==> src/rtl/baud_pkg.sv <==
// Shared defaults, configuration record and divisor calculator for the fractional baud generator.
package baud_pkg;

  localparam int DEF_DIV_W    = 16;
  localparam int DEF_FRAC_W   = 8;
  localparam int DEF_OVS      = 16;
  localparam int DEF_DIV_INT  = 27;
  localparam int DEF_DIV_FRAC = 32;

  typedef struct packed {
    logic [DEF_DIV_W-1:0]  div_i;
    logic [DEF_FRAC_W-1:0] div_f;
  } baud_cfg_t;

  // Rounded clk_hz / (baud * ovs) in fixed point with DEF_FRAC_W fraction bits.
  function automatic baud_cfg_t calc_div(input longint unsigned clk_hz,
                                         input longint unsigned baud,
                                         input longint unsigned ovs);
    longint unsigned tick_hz;
    longint unsigned scaled;
    baud_cfg_t       cfg;
    tick_hz   = baud * ovs;
    scaled    = ((clk_hz << DEF_FRAC_W) + (tick_hz >> 1)) / tick_hz;
    cfg.div_i = DEF_DIV_W'(scaled >> DEF_FRAC_W);
    cfg.div_f = DEF_FRAC_W'(scaled);
    return cfg;
  endfunction

endpackage

==> src/rtl/baud_gen_frac_if.sv <==
// Divisor reload handshake between a configuration master and the baud generator.
interface baud_gen_frac_if
  import baud_pkg::*;
#(
  parameter int DIV_W  = DEF_DIV_W,
  parameter int FRAC_W = DEF_FRAC_W
);

  logic              cfg_valid;
  logic              cfg_ready;
  logic [DIV_W-1:0]  cfg_div_i;
  logic [FRAC_W-1:0] cfg_div_f;

  modport master (output cfg_valid, output cfg_div_i, output cfg_div_f, input  cfg_ready);
  modport slave  (input  cfg_valid, input  cfg_div_i, input  cfg_div_f, output cfg_ready);

endinterface

==> src/rtl/baud_frac_div.sv <==
// Fractional-N tick divider: down-counter plus dithering accumulator (BAUD_GEN_FRAC_EN).
// Without BAUD_GEN_FRAC_EN the accumulator is absent and every period is exactly div_i cycles.
module baud_frac_div
  import baud_pkg::*;
#(
  parameter int DIV_W     = DEF_DIV_W,
  parameter int FRAC_W    = DEF_FRAC_W,
  parameter int DEF_DIV_I = DEF_DIV_INT,
  parameter int DEF_DIV_F = DEF_DIV_FRAC
) (
  input  logic              clk,
  input  logic              rst,
  input  logic              en,
  input  logic              load,
  input  logic [DIV_W-1:0]  load_div_i,
  input  logic [FRAC_W-1:0] load_div_f,
  input  logic              resync,
  output logic              tick
);

  localparam logic [DIV_W-1:0] MIN_DIV   = DIV_W'(2);
  localparam logic [DIV_W-1:0] RST_DIV_I = (DEF_DIV_I < 2) ? MIN_DIV : DIV_W'(DEF_DIV_I);
  localparam logic [DIV_W-1:0] ONE       = DIV_W'(1);

  logic [DIV_W-1:0]  div_i_r;
  logic [FRAC_W-1:0] div_f_r;
  logic [DIV_W-1:0]  cnt_r;
  logic [DIV_W-1:0]  clamp_div_s;
  logic              carry_s;

  // A divisor below 2 would hold the tick high continuously.
  assign clamp_div_s = (load_div_i < MIN_DIV) ? MIN_DIV : load_div_i;
  assign tick        = en && !resync && (cnt_r == {DIV_W{1'b0}});

`ifdef BAUD_GEN_FRAC_EN
  logic [FRAC_W-1:0] frac_acc_r;
  logic [FRAC_W:0]   frac_sum_s;

  assign frac_sum_s = {1'b0, frac_acc_r} + {1'b0, div_f_r};
  assign carry_s    = frac_sum_s[FRAC_W];

  // Fraction accumulator: advances once per tick, cleared by a divisor load.
  always_ff @(posedge clk) begin
    if (rst) begin
      frac_acc_r <= {FRAC_W{1'b0}};
    end else if (load) begin
      frac_acc_r <= {FRAC_W{1'b0}};
    end else if (tick) begin
      frac_acc_r <= frac_sum_s[FRAC_W-1:0];
    end else begin
      frac_acc_r <= frac_acc_r;
    end
  end
`else
  logic unused_frac_s;

  assign carry_s       = 1'b0;
  assign unused_frac_s = ^div_f_r;
`endif

  // Active divisor and period counter; a load takes priority over resync and ticking.
  always_ff @(posedge clk) begin
    if (rst) begin
      div_i_r <= RST_DIV_I;
      div_f_r <= FRAC_W'(DEF_DIV_F);
      cnt_r   <= RST_DIV_I - ONE;
    end else if (load) begin
      div_i_r <= clamp_div_s;
      div_f_r <= load_div_f;
      cnt_r   <= clamp_div_s - ONE;
    end else if (en && resync) begin
      cnt_r   <= div_i_r - ONE;
    end else if (tick) begin
      cnt_r   <= div_i_r - ONE + {{(DIV_W-1){1'b0}}, carry_s};
    end else if (en) begin
      cnt_r   <= cnt_r - ONE;
    end else begin
      cnt_r   <= cnt_r;
    end
  end

endmodule

==> src/rtl/baud_gen_frac.sv <==
// Runtime-programmable fractional-N baud generator: oversample, tx bit and rx mid-bit strobes.
// Fractional dithering is built only when BAUD_GEN_FRAC_EN is defined.
module baud_gen_frac
  import baud_pkg::*;
#(
  parameter int DIV_W     = DEF_DIV_W,
  parameter int FRAC_W    = DEF_FRAC_W,
  parameter int OVS       = DEF_OVS,
  parameter int DEF_DIV_I = DEF_DIV_INT,
  parameter int DEF_DIV_F = DEF_DIV_FRAC
) (
  input  logic            clk_50m,
  input  logic            rst,
  input  logic            en,
  baud_gen_frac_if.slave  cfg,
  input  logic            rx_resync,
  output logic            rxclk_en,
  output logic            txclk_en,
  output logic            rx_sample
);

  localparam int              PH_W    = $clog2(OVS);
  localparam logic [PH_W-1:0] PH_LAST = PH_W'(OVS - 1);
  localparam logic [PH_W-1:0] PH_MID  = PH_W'(OVS / 2 - 1);
  localparam logic [PH_W-1:0] PH_ONE  = PH_W'(1);

  logic [PH_W-1:0]   tx_ph_r;
  logic [PH_W-1:0]   rx_ph_r;
  logic              cfg_ready_r;
  logic [DIV_W-1:0]  pend_div_i_r;
  logic [FRAC_W-1:0] pend_div_f_r;
  logic              tick_s;
  logic              txclk_en_s;
  logic              load_s;

  // A pending divisor (cfg_ready low) waits for a bit boundary unless the generator is idle.
  assign txclk_en_s    = tick_s && (tx_ph_r == PH_LAST);
  assign load_s        = !cfg_ready_r && (en ? txclk_en_s : 1'b1);
  assign rxclk_en      = tick_s;
  assign txclk_en      = txclk_en_s;
  assign rx_sample     = tick_s && (rx_ph_r == PH_MID);
  assign cfg.cfg_ready = cfg_ready_r;

  baud_frac_div #(
    .DIV_W     (DIV_W),
    .FRAC_W    (FRAC_W),
    .DEF_DIV_I (DEF_DIV_I),
    .DEF_DIV_F (DEF_DIV_F)
  ) u_div (
    .clk        (clk_50m),
    .rst        (rst),
    .en         (en),
    .load       (load_s),
    .load_div_i (pend_div_i_r),
    .load_div_f (pend_div_f_r),
    .resync     (rx_resync),
    .tick       (tick_s)
  );

  // Bit phase counters; OVS is a power of two so the increment wraps by itself.
  always_ff @(posedge clk_50m) begin
    if (rst) begin
      tx_ph_r <= {PH_W{1'b0}};
      rx_ph_r <= {PH_W{1'b0}};
    end else if (load_s) begin
      tx_ph_r <= {PH_W{1'b0}};
      rx_ph_r <= {PH_W{1'b0}};
    end else if (en && rx_resync) begin
      tx_ph_r <= tx_ph_r;
      rx_ph_r <= {PH_W{1'b0}};
    end else if (tick_s) begin
      tx_ph_r <= tx_ph_r + PH_ONE;
      rx_ph_r <= rx_ph_r + PH_ONE;
    end else begin
      tx_ph_r <= tx_ph_r;
      rx_ph_r <= rx_ph_r;
    end
  end

  // Reload handshake; while a divisor is pending further offers are ignored.
  always_ff @(posedge clk_50m) begin
    if (rst) begin
      cfg_ready_r  <= 1'b1;
      pend_div_i_r <= {DIV_W{1'b0}};
      pend_div_f_r <= {FRAC_W{1'b0}};
    end else if (load_s) begin
      cfg_ready_r  <= 1'b1;
    end else if (cfg.cfg_valid && cfg_ready_r) begin
      cfg_ready_r  <= 1'b0;
      pend_div_i_r <= cfg.cfg_div_i;
      pend_div_f_r <= cfg.cfg_div_f;
    end else begin
      cfg_ready_r  <= cfg_ready_r;
    end
  end

endmodule

==> src/flat_wrapper.sv <==
// flat-port wrapper written by rule: the top's interface ports become plain ports
module baud_gen_frac_flat import baud_pkg::*;
#(
  parameter int DIV_W     = DEF_DIV_W,
  parameter int FRAC_W    = DEF_FRAC_W,
  parameter int OVS       = DEF_OVS,
  parameter int DEF_DIV_I = DEF_DIV_INT,
  parameter int DEF_DIV_F = DEF_DIV_FRAC
)
  (clk_50m, rst, en, rx_resync, rxclk_en, txclk_en, rx_sample, cfg_cfg_valid, cfg_cfg_div_i, cfg_cfg_div_f, cfg_cfg_ready);
  baud_gen_frac_if #(.DIV_W(DIV_W), .FRAC_W(FRAC_W)) cfg_i ();
  input  logic clk_50m;
  input  logic rst;
  input  logic en;
  input  logic rx_resync;
  output logic rxclk_en;
  output logic txclk_en;
  output logic rx_sample;
  input wire logic [$bits(cfg_i.cfg_valid)-1:0] cfg_cfg_valid;
  input wire logic [$bits(cfg_i.cfg_div_i)-1:0] cfg_cfg_div_i;
  input wire logic [$bits(cfg_i.cfg_div_f)-1:0] cfg_cfg_div_f;
  output wire logic [$bits(cfg_i.cfg_ready)-1:0] cfg_cfg_ready;
  assign cfg_i.cfg_valid = cfg_cfg_valid;
  assign cfg_i.cfg_div_i = cfg_cfg_div_i;
  assign cfg_i.cfg_div_f = cfg_cfg_div_f;
  assign cfg_cfg_ready = cfg_i.cfg_ready;
  baud_gen_frac #(.DIV_W(DIV_W), .FRAC_W(FRAC_W), .OVS(OVS), .DEF_DIV_I(DEF_DIV_I), .DEF_DIV_F(DEF_DIV_F)) u_core (.clk_50m(clk_50m), .rst(rst), .en(en), .cfg(cfg_i), .rx_resync(rx_resync), .rxclk_en(rxclk_en), .txclk_en(txclk_en), .rx_sample(rx_sample));
endmodule
==> config.mk <==
export PLATFORM = sky130hd
export DESIGN_NAME = baud_gen_frac_flat
export DESIGN_NICKNAME = d
export VERILOG_FILES = /design/src/rtl/baud_pkg.sv /design/src/rtl/baud_gen_frac_if.sv /design/src/rtl/baud_frac_div.sv /design/src/rtl/baud_gen_frac.sv /design/src/flat_wrapper.sv
export SDC_FILE = /design/constraint.sdc
export NUM_CORES = 1
export LEC_CHECK = 0
export CORE_ASPECT_RATIO = 1.75
export CORE_MARGIN = 5
export CORE_UTILIZATION = 69
export DETAILED_ROUTE_END_ITERATION = 12
export DONT_BUFFER_PORTS = 1
export GPL_ROUTABILITY_DRIVEN = 1
export PLACE_DENSITY = 0.85
export SYNTH_ARGS = -nofsm -noshare
export SYNTH_HDL_FRONTEND = slang
export SYNTH_HIERARCHICAL = 1
export SYNTH_SLANG_ARGS = --single-unit
==> constraint.sdc <==
create_clock -name clk_50m -period 5.6 [get_ports clk_50m]
set_clock_uncertainty 0.1 [all_clocks]
set_input_delay 0.56 -clock clk_50m [delete_from_list [all_inputs] [get_ports clk_50m]]
set_output_delay 0.56 -clock clk_50m [all_outputs]
set_load 0.005 [all_outputs]
## After elaboration in Yosys (flattened, before gate mapping)

Index checks and enable logic that the tools add are counted.

- Register bits after elaboration: 57
- Input port bits: 29
- Output and inout bits: 4
- Logic and storage cells: 37

- Add/sub/neg operators: 5
- Magnitude comparators: 1
- Eq/ne operators: 2
- Multiplexer cells: 6
- Bitwise logic cells: 2
- Reductions and logical operators: 15

Operators with widths:

| kind | number |
|---|---|
| 2-to-1 mux 16 bit | 5 |
| subtractor 16 x 1 -> 16 bit (second input constant) | 3 |
| zero test 16 bit | 1 |
| < comparator 16 x 2 -> 1 bit (second input constant) | 1 |
| adder 4 x 1 -> 4 bit (second input constant) | 2 |
| logical AND 1 bit | 7 |
| equality test 4 x 3 -> 1 bit (second input constant) | 1 |
| equality test 4 bit (second input constant) | 1 |
| AND reduction 2 bit | 2 |
| nonzero test 4 bit | 1 |
| OR reduction 3 bit | 1 |
| zero test 1 bit | 2 |
| inverter 1 bit | 2 |
| OR reduction 2 bit | 1 |
| 2-to-1 mux 1 bit | 1 |

## Longest topological paths before layout

- Word-level depth: 8
- Mapped depth: 14
- Gate-level depth less buffers: 12

## Cells and area by module

The synthesis kept the hierarchy.

Modules (own cells, without submodules):

| module | times used | cells an instance | area an instance (um^2) | sequential area each (um^2) |
|---|---|---|---|---|
| baud_frac_div | 1 | 289 | 2277.2 | 640.6 |
| baud_gen_frac | 1 | 150 | 1258.7 | 660.6 |

## Worst setup path before layout

No wires, ideal clock.

- Path kind: register to register
- Start: register u_core.u_div.cnt_r[2]
- End: register u_core.u_div.div_i_r[10]
- Library setup time: 128 ps
- Data arrival time: 3169 ps
- Required time: 5372 ps
- Path slack: 2203 ps
- Stages on the path, launching flop included: 13
- Path buffers: 4
- Period minus slack after synthesis: 3397 ps
- Cell sequence: dfxtp_1 > nor4_4 > and3b_1 > buf_2 > nand4_1 > nor3_1 > buf_6 > nand4_1 > a21oi_2 > clkbuf_1 > buf_1 > mux2i_1 > nor2_1

- Word-level cells in the longest chain between the ends: 5

RTL lines:

| what | RTL line | source |
|---|---|---|
| start, declared | baud_frac_div.sv:27 | `logic [DIV_W-1:0] cnt_r;` |
| start signal, assigned | baud_frac_div.sv:66 | `cnt_r <= RST_DIV_I - ONE;` |
| start signal, assigned | baud_frac_div.sv:70 | `cnt_r <= clamp_div_s - ONE;` |
| start signal, assigned | baud_frac_div.sv:72 | `cnt_r <= div_i_r - ONE;` |
| zero test 16 bit | baud_frac_div.sv:33 | `assign tick = en && !resync && (cnt_r == {DIV_W{1'b0}});` |
| logical AND 1 bit | baud_frac_div.sv:33 |  |
| via rxclk_en | flat_wrapper.sv:16 | `output logic rxclk_en;` |
| logical AND 1 bit | baud_gen_frac.sv:37 | `assign txclk_en_s = tick_s && (tx_ph_r == PH_LAST);` |
| 2-to-1 mux 1 bit | baud_gen_frac.sv:38 | `assign load_s = !cfg_ready_r && (en ? txclk_en_s : 1'b1);` |
| logical AND 1 bit | baud_gen_frac.sv:38 |  |
| via u_core.load_s | baud_gen_frac.sv:34 | `logic load_s;` |
| end signal, assigned | baud_frac_div.sv:68 | `div_i_r <= clamp_div_s;` |
| end, declared | baud_frac_div.sv:25 | `logic [DIV_W-1:0] div_i_r;` |

The timed path passes the listed nets, and every way through them passes these cells.
A chain may end at the register's enable or synchronous reset.

## Final worst setup path

- Start: register u_core.u_div.cnt_r[2]
- End: register u_core.u_div.cnt_r[3]

- Word-level cells in the longest chain between the ends: 6
- Elaborated cells between the ends (all ways): 11
- Classes of those cells: add/sub: 1; mux: 5; reduce/logical: 5

RTL lines:

| what | RTL line |
|---|---|
| zero test 16 bit (*) | baud_frac_div.sv:33 |
| logical AND 1 bit (*) | baud_frac_div.sv:33 |
| logical AND 1 bit (*) | baud_gen_frac.sv:37 |
| 2-to-1 mux 1 bit (*) | baud_gen_frac.sv:38 |
| logical AND 1 bit (*) | baud_gen_frac.sv:38 |
| via u_core.load_s | baud_gen_frac.sv:34 |
| nonzero test 4 bit (no line) or 2-to-1 mux 16 bit (tied branches) | n/a |

Mark *: on every way through the listed nets, which the timed path passes. The rest lies on a longest branch. The select of a mux whose other input is x is not followed.

==> results.ini <==
[run_status]
status=finished clean

[finish]
finish.utilization=0.744
diodes=0
syn_to_final_growth_pct=6.00
fin_nets=431
layout-drive-gt1-share=0.0873

[sta]
fmax_ghz=0.282
final_hold_viol_count=0
worst_pin_slew_ps=1110
fin_crit_sh=0.634
setup_viol=0
fin_tns_setup_ps=0
rsz0062_at_grt=no
min_period_ps=3550
maxSlewHeadroom=0.250
hold_ws_ps=190
report.final.slew_viol_count=0
layout_setup_ws_ps=2050

[floorplanning]
dieHeight_um=101
rows=33
die-area_um2=6280
start_util=0.702
num_io_pins=33
fp.coreArea_um2=4670
fp.dieW_um=62.1

[placement]
io_buffers=0
place.gp.congestion=0.913
pre_cts_ws_ps=2110
place_hpwl_mm=5.49

[clock_network]
cts.sinks=57
cts_root_buffer=clkbuf_8
htree_levels=3
cts_buffer_depth=2
cts_made_buffers=9
clk-insertion-delay-late_ps=330
post_cts_buffers=0
ctsResizeCount=0
clk_pin_slew_ps=70
cts_tree=done
cts_hold_repair.buffers=0

[critical_path]
rr_worst_depth=12
startpoint_type=register
critical_path_arrival_ps=3640
crit_path_max_incr_delay_ps=480
worstSetupEndpointType=register
ff2ff_setup_slack_ps=2050
worstPathMaxFanout=18
required_ps=5690
cp_slowest_cell=nor4_4
crit_type=register to register
cp_cell_sequence=nor4_4, and3b_1, nand4_1, nor3_1, nand4_1, a21oi_4, buf_4, nand2b_1, a21oi_1, o21ai_0, o41ai_1, a21oi_1

[global_routing]
antenna_found_initial=0
grt_start_max_net_pins=56
grt_pass1_wl_mm=13.4
grt_pass1_vias=2935
grt_usage=0.285
overflow=0

[job]
maxCapViolations=0

[drt]
wl_per_cell_um=17.4
vias=2921
drt_iter0_markers=147
wl_mm=7.87
viasPerCell=6.45
dr.pass1.iters=4
drtAntennaViolNets=0
drc_errors=0

[synth]
synth_fp_nets=441
synth_area_per_cell_um2=8.05
syn-cell-area_um2=3280
synthCells=407
yosysWarnings=6

[pwr]
p_leak_nw=1.29
vdd_drop_max_v=0.000262
powerDensity_nw_per_um2=293

[worst_hold_path]
hold_class=input pin to register
holdPathStages=1

per-stage QoR:
step	cell area, µm²	std cells	total power, mW
3_5_place_dp	3260	438	0.610
3_3_place_gp	3260	438	0.605
5_1_grt	3470	453	1.06
4_1_cts	3470	453	1.02
2_1_floorplan	3280	407	0.585
6_report	3470	453	1.02
layout by cell type (no fill, tap or decap), types with 3 or more instances in the layout:
cell type,count
nor3_1,29
a221oi_1,4
nor4_1,4
nand3_1,10
dfxtp_1,57
ha_1,5
o31ai_1,3
nand2_1,51
xor2_1,18
nand4_1,5
or4_4,3
nand2b_1,3
buf_4,3
clkinv_2,3
or2_2,3
o21ai_0,12
clkbuf_8,9
a21oi_1,34
or3_1,5
nor2b_1,6
xnor2_1,17
nor2_1,39
a211oi_1,3
inv_1,8
a211o_1,5
mux2i_1,17
or4_1,5
state kept, by name, indices dropped and copies added, names as in the netlist:
| signal | flops |
|---|---|
| u_core/pend_div_i_r | 16 |
| u_core/u_div/cnt_r | 16 |
| u_core/u_div/div_i_r | 16 |
| u_core/rx_ph_r | 4 |
| u_core/tx_ph_r | 4 |
| u_core/cfg.cfg_ready | 1 |
final timing paths:
check	start	endpoint
worst min register to register	u_core/u_div/cnt_r[9]$_SDFFE_PP0P_	u_core/u_div/cnt_r[9]$_SDFFE_PP0P_
worst max-delay path	u_core/u_div/cnt_r[2]$_SDFFE_PP0P_	u_core/u_div/cnt_r[3]$_SDFFE_PP1P_
worst max register to register	u_core/u_div/cnt_r[2]$_SDFFE_PP0P_	u_core/u_div/cnt_r[3]$_SDFFE_PP1P_
worst min-delay path	rst	u_core/pend_div_i_r[2]$_SDFFE_PP0P_
layer usage:
layer | part of all wire | track usage | vias up
met5 | 0 | 0 | -
met4 | 0.034 | 0.150 | 0
met3 | 0.061 | 0.0727 | 24
met2 | 0.52 | 0.469 | 119
met1 | 0.38 | 0.324 | 1353
li1 | - | - | 1425
power by group:
| part | internal, mW | total [mW] | switching (mW) | leakage [nW] |
|---|---|---|---|---|
| registers | 0.426 | 0.454 | 0.0286 | 0.466 |
| logic | 0.0645 | 0.152 | 0.0875 | 0.719 |
| clock network | 0.246 | 0.411 | 0.165 | 0.109 |
| total | 0.737 | 1.02 | 0.281 | 1.29 |
cell type report:
class | count | area (µm²)
flip-flops and latches | 57 | 1140
clock inverters | 6 | 83.8
well taps | 52 | 65.1
fillers | 353 | 1190
clock buffers | 9 | 124
repair buffers | 3 | 22.5
multi-input cells | 317 | 2000
inverters | 9 | 33.8
worst max-delay path, delay by kind of cell, from the launching register on:
family	cells	cell delay [ps]
AO/OA/AOI/OAI	5	900
flip-flops	1	370
buffers and inverters	1	310
AND/OR/NAND/NOR	6	1710
No activity file was read; power rests on OpenSTA's default activity.
